[src/rtl/led_matrix_scanner.sv]
// Purpose: time-multiplexed 8x8 LED matrix row scanner with blanking gap and 16-level PWM.
// Latency: outputs are one register stage behind state/slot_cnt; new frame latched at 7->0 wrap.
// Backpressure: none; free-running scan, input frame sampled only at latch points.
module led_matrix_scanner #(
  parameter int CLK_DIV        = 1000,
  parameter int BLANK_CYC      = 40,
  parameter bit ROW_ACTIVE_LOW = 1'b1,
  parameter bit COL_ACTIVE_LOW = 1'b0
) (
  input  logic       clk,
  input  logic       rst_n,
  input  logic       enable,
  input  logic [3:0] brightness,
  input  logic [7:0] row_1,
  input  logic [7:0] row_2,
  input  logic [7:0] row_3,
  input  logic [7:0] row_4,
  input  logic [7:0] row_5,
  input  logic [7:0] row_6,
  input  logic [7:0] row_7,
  input  logic [7:0] row_8,
  output logic [7:0] row_sel,
  output logic [7:0] col_drv,
  output logic [2:0] scan_row,
  output logic       frame_tick
);

  // The active window (CLK_DIV-BLANK_CYC) is split into 16 equal PWM sub-slots.
  localparam int SUB = (CLK_DIV - BLANK_CYC) / 16;
  localparam int CW  = $clog2(CLK_DIV);

  localparam logic [CW-1:0] CNT_LAST   = CW'(CLK_DIV - 1);
  localparam logic [CW-1:0] BLANK_LAST = CW'(BLANK_CYC - 1);
  localparam logic [7:0]    ROW_IDLE   = ROW_ACTIVE_LOW ? 8'hFF : 8'h00;
  localparam logic [7:0]    COL_IDLE   = COL_ACTIVE_LOW ? 8'hFF : 8'h00;

  typedef enum logic [1:0] {IDLE, BLANK, DRIVE, OFF} state_t;

  state_t        state;
  state_t        state_nxt;
  logic [CW-1:0] slot_cnt;
  logic [CW-1:0] cnt_nxt;
  logic          slot_last;
  logic          latch_en;
  logic          drive_now;
  logic [CW:0]   drive_end;
  logic [7:0]    row_onehot;
  logic [7:0]    shadow [8];
  logic [3:0]    shadow_bri;

  assign slot_last = (slot_cnt == CNT_LAST);
  assign cnt_nxt   = slot_last ? '0 : slot_cnt + CW'(1);

  // First slot_cnt value past the lit part of the window: BLANK + (bri+1)*SUB.
  // At brightness 15 this equals CLK_DIV, which the counter never reaches.
  assign drive_end = (CW+1)'(BLANK_CYC + SUB) + (CW+1)'(SUB) * (CW+1)'(shadow_bri);

  // Latch a new frame when the scan starts and at every 7->0 row wrap.
  assign latch_en  = enable && ((state == IDLE) || (slot_last && (scan_row == 3'd7)));

  // Gated by enable so a drop of enable blanks the pins on the very next edge.
  assign drive_now = enable && (state == DRIVE);

  assign row_onehot = 8'b1 << scan_row;

  // State register.
  always_ff @(posedge clk or negedge rst_n) begin
    if (!rst_n) begin
      state <= IDLE;
    end else begin
      state <= state_nxt;
    end
  end

  // Next-state logic: blank gap, PWM-lit window, dark tail, wrap back to blank.
  always_comb begin
    state_nxt = state;
    case (state)
      IDLE:    if (enable) state_nxt = BLANK;
      BLANK:   if (slot_cnt == BLANK_LAST) state_nxt = DRIVE;
      DRIVE: begin
        if (slot_last)                          state_nxt = BLANK;
        else if ({1'b0, cnt_nxt} >= drive_end)  state_nxt = OFF;
      end
      OFF:     if (slot_last) state_nxt = BLANK;
      default: state_nxt = IDLE;
    endcase
    if (!enable) state_nxt = IDLE;
  end

  // Slot counter and row index; both held at zero while idle or disabled.
  always_ff @(posedge clk or negedge rst_n) begin
    if (!rst_n) begin
      slot_cnt <= '0;
      scan_row <= 3'd0;
    end else if (!enable || (state == IDLE)) begin
      slot_cnt <= '0;
      scan_row <= 3'd0;
    end else begin
      slot_cnt <= cnt_nxt;
      if (slot_last) scan_row <= scan_row + 3'd1;
    end
  end

  // Shadow frame and brightness; only updated at latch points so a frame never tears.
  always_ff @(posedge clk or negedge rst_n) begin
    if (!rst_n) begin
      for (int i = 0; i < 8; i++) shadow[i] <= 8'h00;
      shadow_bri <= 4'd0;
    end else if (latch_en) begin
      shadow[0]  <= row_1;
      shadow[1]  <= row_2;
      shadow[2]  <= row_3;
      shadow[3]  <= row_4;
      shadow[4]  <= row_5;
      shadow[5]  <= row_6;
      shadow[6]  <= row_7;
      shadow[7]  <= row_8;
      shadow_bri <= brightness;
    end
  end

  // Registered pin drivers; XOR with the idle level applies the configured polarity.
  always_ff @(posedge clk or negedge rst_n) begin
    if (!rst_n) begin
      row_sel    <= ROW_IDLE;
      col_drv    <= COL_IDLE;
      frame_tick <= 1'b0;
    end else begin
      frame_tick <= latch_en;
      if (drive_now) begin
        row_sel <= row_onehot ^ ROW_IDLE;
        col_drv <= shadow[scan_row] ^ COL_IDLE;
      end else begin
        row_sel <= ROW_IDLE;
        col_drv <= COL_IDLE;
      end
    end
  end

endmodule

[config.mk]
export PLATFORM = sky130hd
export DESIGN_NAME = led_matrix_scanner
export DESIGN_NICKNAME = d
export VERILOG_FILES = /design/src/rtl/led_matrix_scanner.sv
export SDC_FILE = /design/constraint.sdc
export NUM_CORES = 1
export LEC_CHECK = 0
export CORE_MARGIN = 2
export CORE_UTILIZATION = 35
export DETAILED_ROUTE_END_ITERATION = 6
export GPL_ROUTABILITY_DRIVEN = 0
export HOLD_SLACK_MARGIN = 0.08
export PLACE_DENSITY_LB_ADDON = 0.25
export SYNTH_ARGS = -nofsm -noshare
export SYNTH_HDL_FRONTEND = slang
export SYNTH_SLANG_ARGS = --single-unit
export TNS_END_PERCENT = 1
[constraint.sdc]
create_clock -name clk -period 4.9 [get_ports clk]
set_input_delay 0.735 -clock clk [delete_from_list [all_inputs] [get_ports clk]]
set_output_delay 0.735 -clock clk [all_outputs]
set_load 0.01 [all_outputs]
Word level (Yosys, flattened, before mapping)
Cells that the tools add are included.
Word-level totals
  flip-flop bits (word level): 100
  logic and storage cells: 57
  ROM bits: 0
  memory bits (writable): 0
  latch bits: 0
  memories: 0
Operators by class
  add/subtract/negate cells: 3
  $mul: 1
  equality and inequality tests: 9
  multiplexer cells: 15
  reduce and logical (&&, ||, !) cells: 9
  bitwise operators: 2
  divide/modulo/power cells: 0
  shift-type cells: 1
  magnitude comparators: 2
Operator list (number)
  8-bit two-way mux: 4
  8-bit binary-select mux with 3-bit select: 1
  10-bit two-way mux: 2
  7-bit by 10-bit adder with 11-bit output, first input constant: 1
  10-bit by 11-bit greater-or-equal comparator with 1-bit output: 1
  10-bit by 1-bit adder with 10-bit output, second input constant: 1
  10-bit == test, second input constant: 1
  10-bit by 6-bit == test with 1-bit output, second input constant: 1
  2-bit two-way mux: 5
  4-bit by 4-bit multiplier with 8-bit output, first input constant: 1
  8-bit inverter: 1
  2-bit one-hot mux with 4 select lines: 1
  1-bit by 3-bit left shift with 8-bit output, first input constant: 1
  3-bit two-way mux: 2
  3-bit inequality test, second input constant: 2
  2-bit == test, second input constant: 2
  4-bit greater-or-equal comparator, second input constant: 1
  4-bit by 3-bit inequality test with 1-bit output, second input constant: 1
  3-bit inverter with 4-bit output: 1
  3-bit by 1-bit adder with 3-bit output, second input constant: 1
  3-bit == test, second input constant: 1
  1-bit logical AND: 3
  3-bit AND reduction: 1
  2-bit by 1-bit == test with 1-bit output, second input constant: 1
  4 further kinds: 5

Logic depth before layout (Yosys ltp)
Gate-level depths: netlist of the first run.
  depth in word-level cells: 7
  depth in mapped cells: 15
  gate-level depth less buffers: 15

Worst setup path before layout of the first run
No wires, ideal clock.
  kind: register to register
  start point: reg shadow_bri[1]
  end point: reg state[0]
  cell stages (with the launch flop): 13
  buffers on the path: 0
  path slack: 1.077 ns
  required time: 4.821 ns
  arrival: 3.744 ns
  period minus slack after synthesis: 3.823 ns
  path through: dfrtp_1 > fa_1 > fa_1 > ha_1 > a211oi_1 > or4b_2 > o2111ai_1 > xnor2_1 > ha_1 > a211oi_1 > nand3_1 > a31oi_1 > mux2i_1
Between the ends
  longest elaborated chain between the ends: 5
Ends and longest elaborated chain
  start: declaration: line 49  | logic [3:0] shadow_bri;
  start signal: assignment: line 119  | shadow_bri <= brightness;
  4-bit by 4-bit multiplier with 8-bit output: line 56  | assign drive_end = (CW+1)'(BLANK_CYC + SUB) + (CW+1)'(SUB) * (CW+1)'(shadow_bri);
  7-bit by 10-bit adder with 11-bit output: line 56
  10-bit by 11-bit greater-or-equal comparator with 1-bit output: line 83  | else if ({1'b0, cnt_nxt} >= drive_end) state_nxt = OFF;
  4-bit by 3-bit inequality test with 1-bit output (no source line)
  3-bit AND reduction (no source line)
  end signal: assignment: line 71  | state <= state_nxt;
  end: declaration: line 39  | state_t state;
No other way between the ends.
A chain may end at the register's enable or synchronous reset.

Final worst setup path of the first run
  start point: reg shadow_bri[2]
  end point: reg state[1]
The elaborated chain is that of the path after synthesis.

==> run summary, run 1 <==
outcome: completed
Filler cells: 1314
final worst-path setup slack: 774 ps
routed wire length: 10400 um
post-DP HPWL: 7410 um
routed len/inst: 15.5 um
hold-fix buffers at CTS: 0
H-tree levels: 3
cts bufs inserted: 9
num rows: 44
Cell Area, Synth: 5120 um^2
grt ovf: 0
number of enable flip-flop cells after synthesis: 0
Iteration-0 DRC Markers: 127
post-CTS setup buffer count: 0
CTS resizes: 0
sequential cell area: 2510 um^2
final setup violation count: 0
GRT Resource Usage Total: 0.144
Tmin final: 4130 ps
Core Box Area: 14400 um^2
multi-input logic area: 2460 um^2
Fmax: 0.242 GHz
remaining antenna violation count after routing: 0
share of layout cells above drive strength 1: 0.240
distinct cell type count after synthesis: 41
die height: 125 um
CTS tree: built
Avg Vias per Cell: 4.91
final net count: 590
DR DRC count: 0
die width: 125 um
Setup crit end kind: register
vias in the first global route: 3520
Worst-Skew Late Latency: 350 ps
Worst VDD drop: 0.000446 V
Critical Path Fanout Max: 6
TNS Setup: 0 ps
count of final hold-check violations: 0
IO Pins: 91
Lkg Pwr: 2.78 nW
synthesized instance count: 393
clock sink count: 100
Longest Clk Path Bufs: 2
RSZ-0062 raised after global routing: false
Util after Layout: 0.452
async set-reset flop share out of synthesis: 1.00
Req. time, crit path: 5170 ps
crit path DAT: 4400 ps
Startpoint Class: register
yosys warns: 0
drt pass-1 iters: 4
clock root cell: clkbuf_16
Worst Max-Slew Pin Slew: 1010 ps
Worst Path Class, Setup: register to register
initial antenna violation count: 0
CTS clock-pin slew for the worst setup and hold paths: 70 ps
Hold WC Path Type: primary input to async pin
Place WS: 764 ps
Worst slew margin: 0.324
Die Area: 15600 um^2
largest net degree at the start of global routing: 70
sequential element share of the synthesized area: 0.491
post-route clock period utilization: 0.842
Layout Skew: 7.98 ps
Antenna diodes: 0
DR vias: 3297
ys flop type: dfrtp_1
Fin Hold WS: 399 ps
Syn-to-layout area delta: 27.3%
first-pass GRT wire length: 17800 um
Max Cap Viol: 0
Tot Pwr: 0.00450 W
Initial Util: 0.355
pwr dens: 691 nW/um^2
post-synth net total: 501
mean post-synth cell area: 13.0 um^2
IO Port Bufs: 90
Yosys reg bits: 100
max-slew violation count: 0
worst paths after layout:
kind | start | endpoint | slack [ps] | cells after the start
max | shadow_bri[2] | state[1] | 770 | 14
min reg2reg | shadow[23] | shadow[23] | 500 | 1
min | rst_n | scan_row[2] | 400 | 1
max in group asynchronous | rst_n | frame_tick | 3370 | 2
min in group clk | shadow[23] | shadow[23] | 500 | 1
max reg2reg | shadow_bri[2] | state[1] | 770 | 14
critical path, stage by stage, from the launching register on:
cell and delay, ps:
dfrtp_1 470, fa_1 530, fa_1 530, ha_1 310
a211oi_1 330, nor2_1 110, xor2_1 280, nand2_1 90
nor2_1 120, xnor2_1 130, ha_1 260, a211oi_1 230
nand3_1 110, a31oi_1 310, mux2i_1 230
cells in the final DEF, fill, tap and decap left out, types with 2 or more instances in the layout:
master / netlist / final
a211oi_1: 3 / 3
a21oi_1: 16 / 16
a31oi_1: 2 / 2
buf_4: 0 / 4
bufinv_16: 0 / 2
clkbuf_16: 0 / 9
clkdlybuf4s50_1: 0 / 89
dfrtp_1: 92 / 92
dfstp_2: 8 / 8
fa_1: 4 / 4
ha_1: 33 / 33
inv_1: 14 / 14
mux2_2: 59 / 59
mux2_4: 9 / 9
mux2i_1: 2 / 2
mux4_2: 16 / 16
nand2_1: 29 / 29
nand2b_1: 4 / 4
nand3_1: 12 / 12
nor2_1: 24 / 24
nor2b_1: 4 / 4
nor3_1: 5 / 5
o211ai_1: 2 / 2
o21ai_0: 6 / 6
xnor2_1: 10 / 10
xor2_1: 8 / 8
per-layer routing:
metal / global-route usage / wire [um] / share of wire
met2: 0.236 / 5180 / 0.50
met5: 0 / 0 / 0
met4: 0.0529 / 115 / 0.011
met3: 0.0441 / 533 / 0.051
met1: 0.181 / 4580 / 0.44
where the power goes:
group	switching [W]	internal, W	total [W]
registers	0.000178	0.00113	0.00131
clock network	0.000330	0.000467	0.000797
logic	0.00117	0.00123	0.00240
total	0.00168	0.00283	0.00450
registers in the layout, summed over array words and instances, names as in the netlist:
name and count:
col_drv 8, frame_tick 1, row_sel 8, scan_row 3
shadow 64, shadow_bri 4, slot_cnt 10, state 2
cell usage after synthesis, drive strengths merged (2+ instances only):
cell type / number / share of area
inv: 14 / 0.010
o211ai: 2 / 0.0029
dfrtp: 92 / 0.45
buf: 9 / 0.012
a211oi: 3 / 0.0044
a21oi: 16 / 0.016
nor2: 24 / 0.018
nor2b: 4 / 0.0049
mux2: 68 / 0.16
a31oi: 2 / 0.0024
nor4: 2 / 0.0054
fa: 4 / 0.016
dfstp: 8 / 0.041
clkbuf: 6 / 0.0044
mux4: 16 / 0.070
mux2i: 2 / 0.0039
ha: 33 / 0.081
xor2: 8 / 0.014
nor3: 5 / 0.0049
nand2: 29 / 0.021
nand2b: 5 / 0.0076
xnor2: 10 / 0.017
o21ai: 6 / 0.0059
nand3: 12 / 0.012
metrics by stage:
stage	instances	instance area, um^2
2_1_floorplan	393	5120
3_3_place_gp	655	6180
3_5_place_dp	655	6180
4_1_cts	671	6520
5_1_grt	671	6520
6_report	671	6520
final cells by class:
type                            count  area share
Multi-Input combinational cell    263       0.378
Inverter                           15     0.00864
Sequential cell                   100       0.385
Clock buffer                       10      0.0367
Clock inverter                      6      0.0144
Tap cell                          184      0.0353
Timing Repair Buffer               93       0.141
cells by family after synthesis:
family	after synthesis	share of synthesized area
adder cells (fa/ha/maj)	37	0.0963
multiplexers	86	0.230
AND/OR/NAND/NOR	89	0.0863
AO/OA/AOI/OAI	33	0.0376
flip-flops	100	0.491
XOR/XNOR	18	0.0308
buffers and inverters	30	0.0279
Note: power is estimated with default switching activity, not from simulation.
==> inputs of run 2 (changes only) <==
clock period = 4.25 ns   (was 4.9 ns; I/O delays follow)
==> run summary, run 2 (synthesis gave the netlist of run 1 again) <==
Tmin final: 4000 ps (-123 ps)
Die Area: 15600 um^2 (unchanged)
Worst VDD drop: 0.000469 V (+5.1%)
RSZ-0062 raised after global routing: false
Req. time, crit path: 4520 ps (-650 ps)
first-pass GRT wire length: 17500 um (-1.2%)
max reg flops: 64 (unchanged)
clock sink count: 100 (unchanged)
Worst slew margin: 0.332 (+0.00800)
clock root cell: clkbuf_16
max-slew violation count: 0 (unchanged)
Gate power share: 0.549 (+0.017)
Worst-Skew Late Latency: 350 ps (about the same)
DR vias: 3283 (-0.42%)
die width: 125 um (unchanged)
TNS Setup: 0 ps (unchanged)
CTS resizes: 0 (unchanged)
vias in the first global route: 3508 (-0.34%)
final setup violation count: 0 (unchanged)
hold-fix buffers at CTS: 0 (unchanged)
remaining antenna violation count after routing: 0 (unchanged)
final net count: 591 (+0.17%)
final cell count without fillers: 672 (+0.15%)
Critical Path Fanout Max: 5 (-1)
Startpoint Class: register
Layout Skew: 7.65 ps (-0.331 ps)
Fmax: 0.250 GHz (+3.1%)
die height: 125 um (unchanged)
Hold WC Path Type: primary input to async pin
Sw Share: 0.382 (+0.00972)
Largest Register: shadow
Largest regs: shadow (64), slot_cnt (10)
post-DP HPWL: 7340 um (-0.89%)
H-tree levels: 3 (unchanged)
Max Cap Viol: 0 (unchanged)
commonest cells after routing, fill and taps aside: dfrtp_1, clkdlybuf4s50_1, mux2_2, ha_1, nand2_1
num rows: 44 (unchanged)
Iteration-0 DRC Markers: 158 (+24%)
DR DRC count: 0 (unchanged)
Worst Path Class, Setup: register to register
drt pass-1 iters: 4 (unchanged)
routed wire length: 10300 um (-0.70%)
placed insts: 656 (+0.15%)
cts bufs inserted: 9 (unchanged)
cell internal pwr: 0.00324 W (+15%)
FF-to-FF setup slack: 250 ps (-530 ps)
Avg Vias per Cell: 4.89 (-0.57%)
Switch Pwr: 0.00200 W (+19%)
crit path DAT: 4270 ps (-130 ps)
post-CTS setup buffer count: 0 (unchanged)
count of final hold-check violations: 0 (unchanged)
Filler cells: 1362 (+3.7%)
Worst Max-Slew Pin Slew: 1000 ps (-4.44 ps)
Initial Util: 0.355 (unchanged)
IO Port Bufs: 90 (unchanged)
CTS clock-pin slew for the worst setup and hold paths: 70 ps (about the same)
Setup crit end kind: register
IO Pins: 91 (unchanged)
grt ovf: 0 (unchanged)
Antenna diodes: 0 (unchanged)
Lkg Pwr: 2.77 nW (-0.14%)
routed len/inst: 15.4 um (-0.85%)
CTS tree: built
Longest Clk Path Bufs: 2 (unchanged)
initial antenna violation count: 0 (unchanged)
outcome: completed
commonest non-fill, non-tap cell in the layout: dfrtp_1
pwr dens: 802 nW/um^2 (+16%)
Core Box Area: 14400 um^2 (unchanged)
share of layout cells above drive strength 1: 0.254 (+0.0139)
Sequential Power Share: 0.289 (-0.002)
Syn-to-layout area delta: 27.5%
Clk pwr share: 0.162 (-0.015)
GRT Resource Usage Total: 0.142 (-0.00208)
post-route clock period utilization: 0.942 (+0.0997)
largest net degree at the start of global routing: 77 (+10%)
-- run 2: area by class of cell --
class | count | area [um^2] | area share
clock buffers | 9 | 225 | 0.0345
clock inverters | 7 | 85.1 | 0.0130
inverters | 15 | 56.3 | 0.00862
multi-input cells | 263 | 2490 | 0.381
flip-flops and latches | 100 | 2510 | 0.385
well taps | 184 | 230 | 0.0353
repair buffers | 94 | 928 | 0.142
-- run 2: through the flow --
stage / area [um^2] / hold WS, ps / power [W] / utilization / setup WS, ps
after floorplan: 5120 / 342 / 0.00373 / - / 427
after global placement: 6190 / 482 / 0.00419 / 0.429 / 288
after detailed placement: 6190 / 487 / 0.00430 / 0.429 / 146
after CTS: 6500 / 471 / 0.00521 / 0.451 / 104
after global routing: 6530 / 508 / 0.00573 / 0.453 / 12.3
final: 6530 / 438 / 0.00524 / 0.453 / 247
-- run 2: power by group through the flow --
| stage | Combinational [W] | Clock (W) | Sequential, W |
|---|---|---|---|
| after detailed placement | 0.00277 | 0 | 0.00153 |
| final | 0.00288 | 0.000850 | 0.00151 |
| after floorplan | 0.00226 | 0 | 0.00147 |
| after global placement | 0.00268 | 0 | 0.00151 |
| after global routing | 0.00323 | 0.000928 | 0.00157 |
| after CTS | 0.00280 | 0.000887 | 0.00152 |
-- run 2: path summary, 6_finish.rpt --
path | cells past startpoint | start | endpoint
max | 12 | shadow_bri[1] | state[0]
min | 1 | rst_n | shadow[31]
max reg2reg | 12 | shadow_bri[1] | state[0]
min reg2reg | 1 | shadow[41] | shadow[41]
max in group asynchronous | 2 | rst_n | shadow_bri[2]
min in group clk | 1 | shadow[41] | shadow[41]
-- run 2: layer usage --
layer | share of wire | vias to the layer above | track usage
li1 | - | 1565 | -
met1 | 0.43 | 1653 | 0.171
met2 | 0.50 | 57 | 0.239
met3 | 0.058 | 8 | 0.0501
met4 | 0.011 | 0 | 0.0471
met5 | 0 | - | 0
-- run 2: worst max-delay path, cell delays in order, from the launching register on --
cell	delay (ps)
dfrtp_2	450
fa_1	590
fa_1	480
ha_1	310
a211oi_1	90
or4b_2	640
o2111ai_1	160
xnor2_1	160
ha_1	260
a211oi_1	210
nand3_1	110
a31oi_2	240
mux2i_1	220
